$ cat src/rtl/imem_loader_pkg.sv
// Shared definitions for the instruction-memory program loader.
package imem_loader_pkg;

  // Loader sequencing: header bytes, data bytes, one-cycle BRAM write, terminal states.
  typedef enum logic [2:0] {
    ST_IDLE   = 3'd0,
    ST_LEN_HI = 3'd1,
    ST_LEN_LO = 3'd2,
    ST_DATA   = 3'd3,
    ST_WRITE  = 3'd4,
    ST_DONE   = 3'd5,
    ST_ERR    = 3'd6
  } state_t;

  localparam int          LEN_BYTES  = 2;
  localparam int          WORD_BYTES = 4;
  localparam logic [3:0]  WE_ALL     = 4'hF;

endpackage

$ cat src/rtl/imem_loader_byte_to_word.sv
// Little-endian byte packer: byte 0 lands in word[7:0]; word_valid marks the
// accept cycle of the fourth byte so the caller can schedule the write.
module byte_to_word
  import imem_loader_pkg::*;
(
  input  logic        clk,
  input  logic        rst_n,
  input  logic        clr,
  input  logic        byte_valid,
  input  logic [7:0]  byte_data,
  output logic [31:0] word,
  output logic        word_valid
);

  logic [1:0] lane;

  // Last lane of the word is being filled this cycle.
  assign word_valid = byte_valid && (lane == 2'(WORD_BYTES - 1));

  // Lane counter and assembly register; lane wraps naturally after the 4th byte.
  always_ff @(posedge clk or negedge rst_n) begin
    if (!rst_n) begin
      lane <= 2'd0;
      word <= 32'd0;
    end else if (clr) begin
      lane <= 2'd0;
    end else if (byte_valid) begin
      word[{lane, 3'b000} +: 8] <= byte_data;
      lane                      <= lane + 2'd1;
    end
  end

endmodule

$ cat src/rtl/imem_loader.sv
// Program loader: parses a length-prefixed byte stream and writes 32-bit words
// into the instruction-memory BRAM, holding the core out of run until done.
//
// Stream handshake: a byte is transferred on a rising edge where s_valid and
// s_ready are both high; s_ready depends only on registered state, and the
// source must hold s_data stable while s_valid is high and s_ready is low.
module imem_loader
  import imem_loader_pkg::*;
#(
  parameter int ADDR_W    = 32,
  parameter int DEPTH     = 1024,
  parameter int BASE_ADDR = 0
) (
  input  logic              clk,
  input  logic              rst_n,
  input  logic              start,
  input  logic              s_valid,
  input  logic [7:0]        s_data,
  output logic              s_ready,
  output logic              mem_ena,
  output logic [3:0]        mem_wea,
  output logic [ADDR_W-1:0] mem_addr,
  output logic [31:0]       mem_din,
  output logic              busy,
  output logic              done,
  output logic              err,
  output logic [15:0]       words_loaded,
  output state_t            dbg_state
);

  localparam logic [16:0]       DEPTH_W = 17'(DEPTH);
  localparam logic [ADDR_W-1:0] BASE_W  = ADDR_W'(BASE_ADDR);

  state_t      state;
  logic [7:0]  count_hi;
  logic [15:0] remaining;
  logic [15:0] full_count;
  logic        hs;
  logic        word_valid;
  logic [31:0] word;

  assign hs         = s_valid && s_ready;
  assign full_count = {count_hi, s_data};

  // All outputs decode from the registered state; no path from s_valid to s_ready.
  assign s_ready   = (state == ST_LEN_HI) || (state == ST_LEN_LO) || (state == ST_DATA);
  assign busy      = s_ready || (state == ST_WRITE);
  assign done      = (state == ST_DONE);
  assign err       = (state == ST_ERR);
  assign mem_ena   = (state == ST_WRITE);
  assign mem_wea   = (state == ST_WRITE) ? WE_ALL : 4'h0;
  assign mem_din   = word;
  assign dbg_state = state;

  byte_to_word u_b2w (
    .clk        (clk),
    .rst_n      (rst_n),
    .clr        (state == ST_LEN_LO),
    .byte_valid (hs && (state == ST_DATA)),
    .byte_data  (s_data),
    .word       (word),
    .word_valid (word_valid)
  );

  // Load sequencer with address, progress and remaining-word counters.
  always_ff @(posedge clk or negedge rst_n) begin
    if (!rst_n) begin
      state        <= ST_IDLE;
      count_hi     <= 8'd0;
      remaining    <= 16'd0;
      mem_addr     <= BASE_W;
      words_loaded <= 16'd0;
    end else begin
      case (state)
        ST_IDLE, ST_DONE, ST_ERR: begin
          if (start) begin
            state        <= ST_LEN_HI;
            words_loaded <= 16'd0;
            mem_addr     <= BASE_W;
          end
        end
        ST_LEN_HI: begin
          if (hs) begin
            count_hi <= s_data;
            state    <= ST_LEN_LO;
          end
        end
        ST_LEN_LO: begin
          if (hs) begin
            if (full_count == 16'd0) begin
              state <= ST_DONE;
            end else if ({1'b0, full_count} > DEPTH_W) begin
              state <= ST_ERR;
            end else begin
              remaining <= full_count;
              state     <= ST_DATA;
            end
          end
        end
        ST_DATA: begin
          if (word_valid) state <= ST_WRITE;
        end
        ST_WRITE: begin
          mem_addr     <= mem_addr + ADDR_W'(1);
          words_loaded <= words_loaded + 16'd1;
          remaining    <= remaining - 16'd1;
          state        <= (remaining == 16'd1) ? ST_DONE : ST_DATA;
        end
        default: state <= ST_IDLE;
      endcase
    end
  end

endmodule

$ cat config.mk
export PLATFORM = sky130hd
export DESIGN_NAME = imem_loader
export DESIGN_NICKNAME = d
export VERILOG_FILES = /design/src/rtl/imem_loader_pkg.sv /design/src/rtl/imem_loader_byte_to_word.sv /design/src/rtl/imem_loader.sv
export SDC_FILE = /design/constraint.sdc
export NUM_CORES = 1
export LEC_CHECK = 0
export BUFFER_PORTS_ARGS = -buffer_cell sky130_fd_sc_hd__buf_2
export CORE_AREA = 2 2 82 143
export DETAILED_ROUTE_END_ITERATION = 16
export DIE_AREA = 0 0 84 145
export GPL_TIMING_DRIVEN = 1
export PLACE_DENSITY = 0.86
export SLEW_MARGIN = 20
export SYNTH_ARGS = -nofsm -noshare
export SYNTH_HDL_FRONTEND = slang
export SYNTH_HIERARCHICAL = 1
export SYNTH_SLANG_ARGS = --single-unit
$ cat constraint.sdc
create_clock -name clk -period 2.8 [get_ports clk]
set_input_delay 0.28 -clock clk [delete_from_list [all_inputs] [get_ports clk]]
set_output_delay 0.28 -clock clk [all_outputs]
set_load 0.01 [all_outputs]
==> metrics.cfg, run 1 <==
[outcome]
status = finished, final reports clean

[yosys]
synth-edff-count = 0
synth-async-reset-ratio_pct = 100
synth_fp_nets = 669
ys_ff_latch = 109
yosys_warnings = 6
synth_cell_type_count = 74
seq_area_frac_synth_pct = 44.2
ys.flop_type = dfrtp_1
synth_area_leaders = dfrtp_1 44%, o21ai_0 4.5%, nand2_1 4.5%
synth_area_leader_cell = dfrtp_1
synth_top_area_share_pct = 44.2
syn_avg_cell_area_um2 = 9.53
synth_area_mm2 = 0.00618
synth_cells = 648

[worst_setup_path]
regToRegStartpoint = dbg_state[1]
r2r_cells = 5
cpMaxStageDelayCell = or4b_1
crit_chain = nand2_1 > nor3b_1 > buf_4 > or4b_1 > o32ai_2
cp-start-kind = flop
critPathKind = reg2reg
slowest_delay_ps = 680
crit_start = dbg_state[1]
cp.required_ps = 3050
arrival_ps = 2710
end_kind = flop
path_max_fanout = 10

[clocking]
clk_pin_slew_ps = 70
ctsRootBufferMaster = clkbuf_16
cts_max_path_buffers = 2
cts_setup_buffers = 0
cts_buffers = 9
insertion_delay_ps = 350
holdBufCountCts = 1
cts.sinks = 109
htreeDepth = 3
cts_resized = 0
cts_tree = done

[pwr]
ir_drop_mv = 0.598
p_leak_uw = 0.00328
power_density_mw_per_mm2 = 903
fin_total_pwr_uw = 6290

[worst_hold_path]
hp-start = s_data[7]
hold_depth = 3
min_path_type = in2reg

[timing]
slew_viol_final = 0
fin_skew_ps = 4.71
setup_viol = 0
rsz0062_at_grt = false
clock.fmax_ghz = 0.406
max_slew_margin_pct = 42.3
tns_ps = 0
hold_viol = 0
worst_slack_ps = 339
finalCriticalPeriod_ps = 2460
timing.final.crit_share_pct = 87.9
tightest_slew_ps = 858

[grt]
grt_max_degree = 72
grt_busiest_layer = met2
antenna_found_initial = 0
grt_pass1_wl_mm = 26.2
grt_util_met3_pct = 3.41
grt_pass1_vias = 5495
grt_use_met2_pct = 46.6
grt.total_usage_pct = 26.2
grt-ovfl-total = 0
use_met1_pct = 29.9

[run]
drv_cap = 0

[final_layout]
drive_above_1_share_pct = 23.6
stdcell_area_mm2 = 0.00697
diodes = 0
areaGrowthSynthToFinish_pct = 12.8
nNetsFinal = 746

[route]
antenna_left = 0
totalWireLength_mm = 15.8
first_pass_iters = 6
drcViolationCount = 0
via_per_inst = 6.42
drt-initial-drc-count = 429
post_drt_wl_per_cell_um = 18.4
vias = 5530

[floorplanning]
start_util_pct = 55.9
die_width_um = 84
dieArea_mm2 = 0.0122
rows = 51
ios = 104
dieHeight_um = 145
core_area_mm2 = 0.0110

[placed_design]
io_buffers = 103
finalWeightedCongestion = 0.943
placed_area_mm2 = 0.00667
hpwlAfterDp_mm = 11.1
place_ws_ps = 401

==> metrics by stage <==
stage,util [%],cells,hold slack [ps]
3_3_place_gp,60.4,845,364
2_1_floorplan,-,648,-15.6
6_report,63.1,862,273
5_1_grt,63.1,862,270
4_1_cts,63.1,862,256
3_5_place_dp,60.4,845,376
==> layer usage <==
metal / vias to the layer above / routed length (um)
met5: - / 0
li1: 2543 / -
met1: 2709 / 5960
met3: 40 / 815
met2: 238 / 8530
met4: 0 / 547
==> worst max-delay path, delay by kind of cell, from the launching register on <==
family          cells  cell delay (ps)
buf+inv             1              210
simple gates        3             1190
compound gates      1              340
flops               1              630
==> layout make-up <==
| type | count | area [um^2] |
|---|---|---|
| multi-input combinational | 444 | 3000 |
| sequential | 109 | 2730 |
| fill | 904 | 4070 |
| clock buffer | 14 | 274 |
| timing repair buffer | 114 | 603 |
| inverter | 47 | 176 |
| tap | 132 | 165 |
| clock inverter | 2 | 16.3 |
==> sequential cells by signal (all words and copies together) (netlist names) <==
| signal | flops |
|---|---|
| remaining | 16 |
| dbg_state | 3 |
| u_b2w/lane | 2 |
| u_b2w/word | 32 |
| count_hi | 8 |
| mem_addr | 32 |
| words_loaded | 16 |
==> worst paths after layout <==
path                            slack [ps]               end
worst max-delay path                   340    u_b2w/word[23]
worst min-delay path                   270     u_b2w/word[7]
worst max register to register         340    u_b2w/word[23]
worst min register to register         510  words_loaded[14]
max in group asynchronous             1440     u_b2w/word[3]
min in group asynchronous              510      mem_addr[11]
==> cells by family after synthesis <==
| family | Yosys count | synth area share, % |
|---|---|---|
| compound gates | 189 | 23.1 |
| flops | 109 | 44.2 |
| xor+xnor | 3 | 0.426 |
| mux | 16 | 2.96 |
| buf+inv | 95 | 7.19 |
| fa+ha+maj | 10 | 1.99 |
| simple gates | 226 | 20.2 |
==> Yosys cell counts, types with 3 or more instances <==
library cell / instances
nand2_1: 74
buf_4: 9
nor3_1: 11
a211oi_1: 5
mux2i_1: 7
o32ai_1: 17
xnor2_1: 3
nand3_1: 13
o221a_1: 5
inv_1: 46
a211o_1: 4
o32ai_2: 15
o21ai_0: 56
nor3b_1: 3
a31oi_1: 33
o211ai_1: 3
dfrtp_1: 109
nand2b_1: 4
buf_6: 6
and4_1: 4
clkbuf_1: 24
and3_1: 16
and3b_2: 4
a21oi_1: 12
a21o_1: 7
nor2_1: 40
ha_1: 9
mux2_2: 8
nor4_1: 8
nand4_1: 17
or4_1: 4
and2_1: 6
a22o_1: 7
buf_2: 7
==> cell usage in the layout (no fill, tap or decap), types with 3 or more instances in the layout <==
| cell | synthesis | routed |
|---|---|---|
| dfrtp_1 | 109 | 109 |
| buf_2 | 7 | 102 |
| nand2_1 | 74 | 74 |
| o21ai_0 | 56 | 56 |
| inv_1 | 46 | 46 |
| nor2_1 | 40 | 40 |
| a31oi_1 | 33 | 33 |
| nand4_1 | 17 | 17 |
| o32ai_1 | 17 | 17 |
| and3_1 | 16 | 16 |
| o32ai_2 | 15 | 15 |
| nand3_1 | 13 | 13 |
| a21oi_1 | 12 | 12 |
| nor3_1 | 11 | 11 |
| buf_4 | 9 | 11 |
| ha_1 | 9 | 9 |
| clkbuf_16 | 0 | 9 |
| nor4_1 | 8 | 8 |
| mux2_2 | 8 | 8 |
| a22o_1 | 7 | 7 |
| a21o_1 | 7 | 7 |
| mux2i_1 | 7 | 7 |
| and2_1 | 6 | 6 |
| a211oi_1 | 5 | 5 |
| o221a_1 | 5 | 5 |
| and4_1 | 4 | 4 |
| a211o_1 | 4 | 4 |
| or4_1 | 4 | 4 |
| nand2b_1 | 4 | 4 |
| and3b_2 | 4 | 4 |
| nor3b_1 | 3 | 3 |
| xnor2_1 | 3 | 3 |
| o211ai_1 | 3 | 3 |
| clkbuf_8 | 0 | 3 |
==> report_power, final <==
part	switching [uW]	total, uW	internal [uW]
Sequential	518	2560	2040
Combinational	1510	2490	986
Clock	560	1240	680
Power figures use the tool's default switching activity.
==> run 2: changes to the inputs <==
Settings changed: CORE_AREA 2 2 82 143 to 2 2 132 147, DIE_AREA 0 0 84 145 to 0 0 134 149, PLACE_DENSITY 0.86 to 0.59.
==> run 2 against run 1 <==
Critical path depth unchanged. Critical path type is now reg2out. Largest power group unchanged. Combinational power about the same. Core utilization decreased by 25 points. Die area increased by 64%. Global-route usage is 10 points lower. Wire length fell by 0.33%. Via count down 4.6%.
==> metrics.cfg, run 2 (synthesis gave the netlist of run 1 again) <==
[clocking]
ctsRootBufferMaster = clkbuf_16
cts_resized = 0  ; unchanged
clk_pin_slew_ps = 80  ; about the same
cts_max_path_buffers = 2  ; unchanged
cts.sinks = 109  ; unchanged
htreeDepth = 3  ; unchanged
cts_tree = done
insertion_delay_ps = 360  ; about the same
cts_buffers = 9  ; unchanged
cts_setup_buffers = 0  ; unchanged

[pwr]
ir_drop_mv = 0.440  ; -26%
p_leak_uw = 0.00329  ; +0.26%
power_density_mw_per_mm2 = 877  ; -2.8%

[floorplanning]
ios = 104  ; unchanged
rows = 53  ; +3.9%
dieArea_mm2 = 0.0200  ; +64%
core_area_mm2 = 0.0186  ; +69%
dieHeight_um = 149  ; +2.8%
die_width_um = 134  ; +60%
start_util_pct = 33.1  ; -23 points

[final_layout]
multi_input_area_mm2 = 0.00300  ; unchanged
diodes = 0  ; unchanged
areaGrowthSynthToFinish_pct = 15.5
nFillCells = 1856  ; +110%
mostFrequentLayoutCell = dfrtp_1
reg_top3 = mem_addr (32), u_b2w/word (32)
seqCellArea_mm2 = 0.00273  ; unchanged
nNetsFinal = 747  ; +0.13%
final_cells = 977  ; +13%
mostFrequentLayoutCells = 109 x dfrtp_1, 102 x buf_2, 74 x nand2_1, 56 x o21ai_0, 46 x inv_1
drive_above_1_share_pct = 23.8  ; +0.27 points

[timing]
clock.fmax_ghz = 0.418  ; +2.8%
finalCriticalPeriod_ps = 2390  ; -67.9 ps
slew_viol_final = 0  ; unchanged
fin_skew_ps = 9.44  ; +4.72 ps
holdWs_ps = 255  ; -18.0 ps
tns_ps = 0  ; unchanged
setup_viol = 0  ; unchanged
hold_viol = 0  ; unchanged
max_slew_margin_pct = 48.5  ; +6.2 points
tightest_slew_ps = 766  ; -91.7 ps
rsz0062_at_grt = false
timing.final.crit_share_pct = 85.5  ; -2.4 points

[grt]
grt.total_usage_pct = 16.0  ; -10 points
grt_pass1_wl_mm = 26.0  ; -0.95%
grt_pass1_vias = 5003  ; -9.0%
grt-ovfl-total = 0  ; unchanged
antenna_found_initial = 0  ; unchanged
grt_max_degree = 72  ; unchanged

[route]
first_pass_iters = 7  ; +1
totalWireLength_mm = 15.8  ; -0.33%
vias = 5274  ; -4.6%
antenna_left = 0  ; unchanged
post_drt_wl_per_cell_um = 16.2  ; -12%
via_per_inst = 5.40  ; -16%
drcViolationCount = 0  ; unchanged
drt-initial-drc-count = 424  ; -1.2%

[run]
drv_cap = 0  ; unchanged

[worst_setup_path]
critPathKind = reg2out
cp-start-kind = flop
cp.required_ps = 2520  ; -530 ps
r2r_setup_slack_ps = 550  ; +210 ps
path_max_fanout = 58  ; +48
arrival_ps = 2110  ; -600 ps
end_kind = output pin

[placed_design]
hpwlAfterDp_mm = 10.4  ; -5.9%
finalWeightedCongestion = 0.795  ; -16%
io_buffers = 103  ; unchanged
place_inst = 961  ; +14%

[outcome]
status = finished, final reports clean

[worst_hold_path]
min_path_type = in2reg

==> run 2: cell count changes in the layout (fill, tap and decap cells not counted), sizes merged <==
cell	before	now
clkinvlp	1	2
clkbuf	14	9
buf	113	114
inv	47	50
==> run 2: worst max-delay path, cell delays in order (launching register included) <==
cell,delay (ps)
dfrtp_1,570
buf_4,230
nand2_4,70
inv_2,80
buf_4,500
buf_2,250
==> run 2: final timing paths <==
| kind | startpoint | end | cells after the start |
|---|---|---|---|
| setup / recovery | dbg_state[2] | mem_ena | 5 |
| hold / removal | s_data[7] | u_b2w/word[7] | 3 |
| setup reg to reg | mem_addr[0] | mem_addr[30] | 6 |
| hold reg to reg | words_loaded[13] | words_loaded[13] | 1 |
| max in group asynchronous | rst_n | words_loaded[5] | 3 |
| min in group asynchronous | rst_n | mem_addr[13] | 2 |
==> run 2: power breakdown <==
part           leakage, uW  internal [uW]  total (uW)  switching (uW)
logic              0.00178           1010        2470            1460
clock network     0.000132            617        1260             642
registers          0.00138           2040        2530             495
total              0.00329           3660        6260            2600
==> run 2: what timing repair did <==
action / 4_1_cts / 5_1_grt
endpoints found under the hold margin: 38 / 0
hold buffers: 1 / 0
setup endpoints to repair: 0 / 0
==> run 2: per-stage QoR <==
| step | cell area, um^2 | total power [uW] | utilization [%] | setup WS [ps] |
|---|---|---|---|---|
| floorplan | 6180 | 4230 | - | 713 |
| global placement | 6840 | 5020 | 36.7 | 504 |
| detailed placement | 6840 | 5040 | 36.7 | 567 |
| CTS | 7130 | 6340 | 38.3 | 407 |
| global route | 7130 | 6730 | 38.3 | 250 |
| finish | 7130 | 6260 | 38.3 | 407 |
==> run 2: cell type report <==
cell class | count | share of cell area [%]
clock inverter | 6 | 0.772
multi-input combinational | 444 | 42.1
inverter | 47 | 2.47
tap | 247 | 4.33
sequential | 109 | 38.2
timing repair buffer | 115 | 8.91
clock buffer | 9 | 3.16
==> run 2: routing by layer <==
metal	share of wire, %	GRT usage, %
met1	47	21.9
met5	0	0
met3	4.7	3.40
met4	1.1	4.36
met2	47	25.6
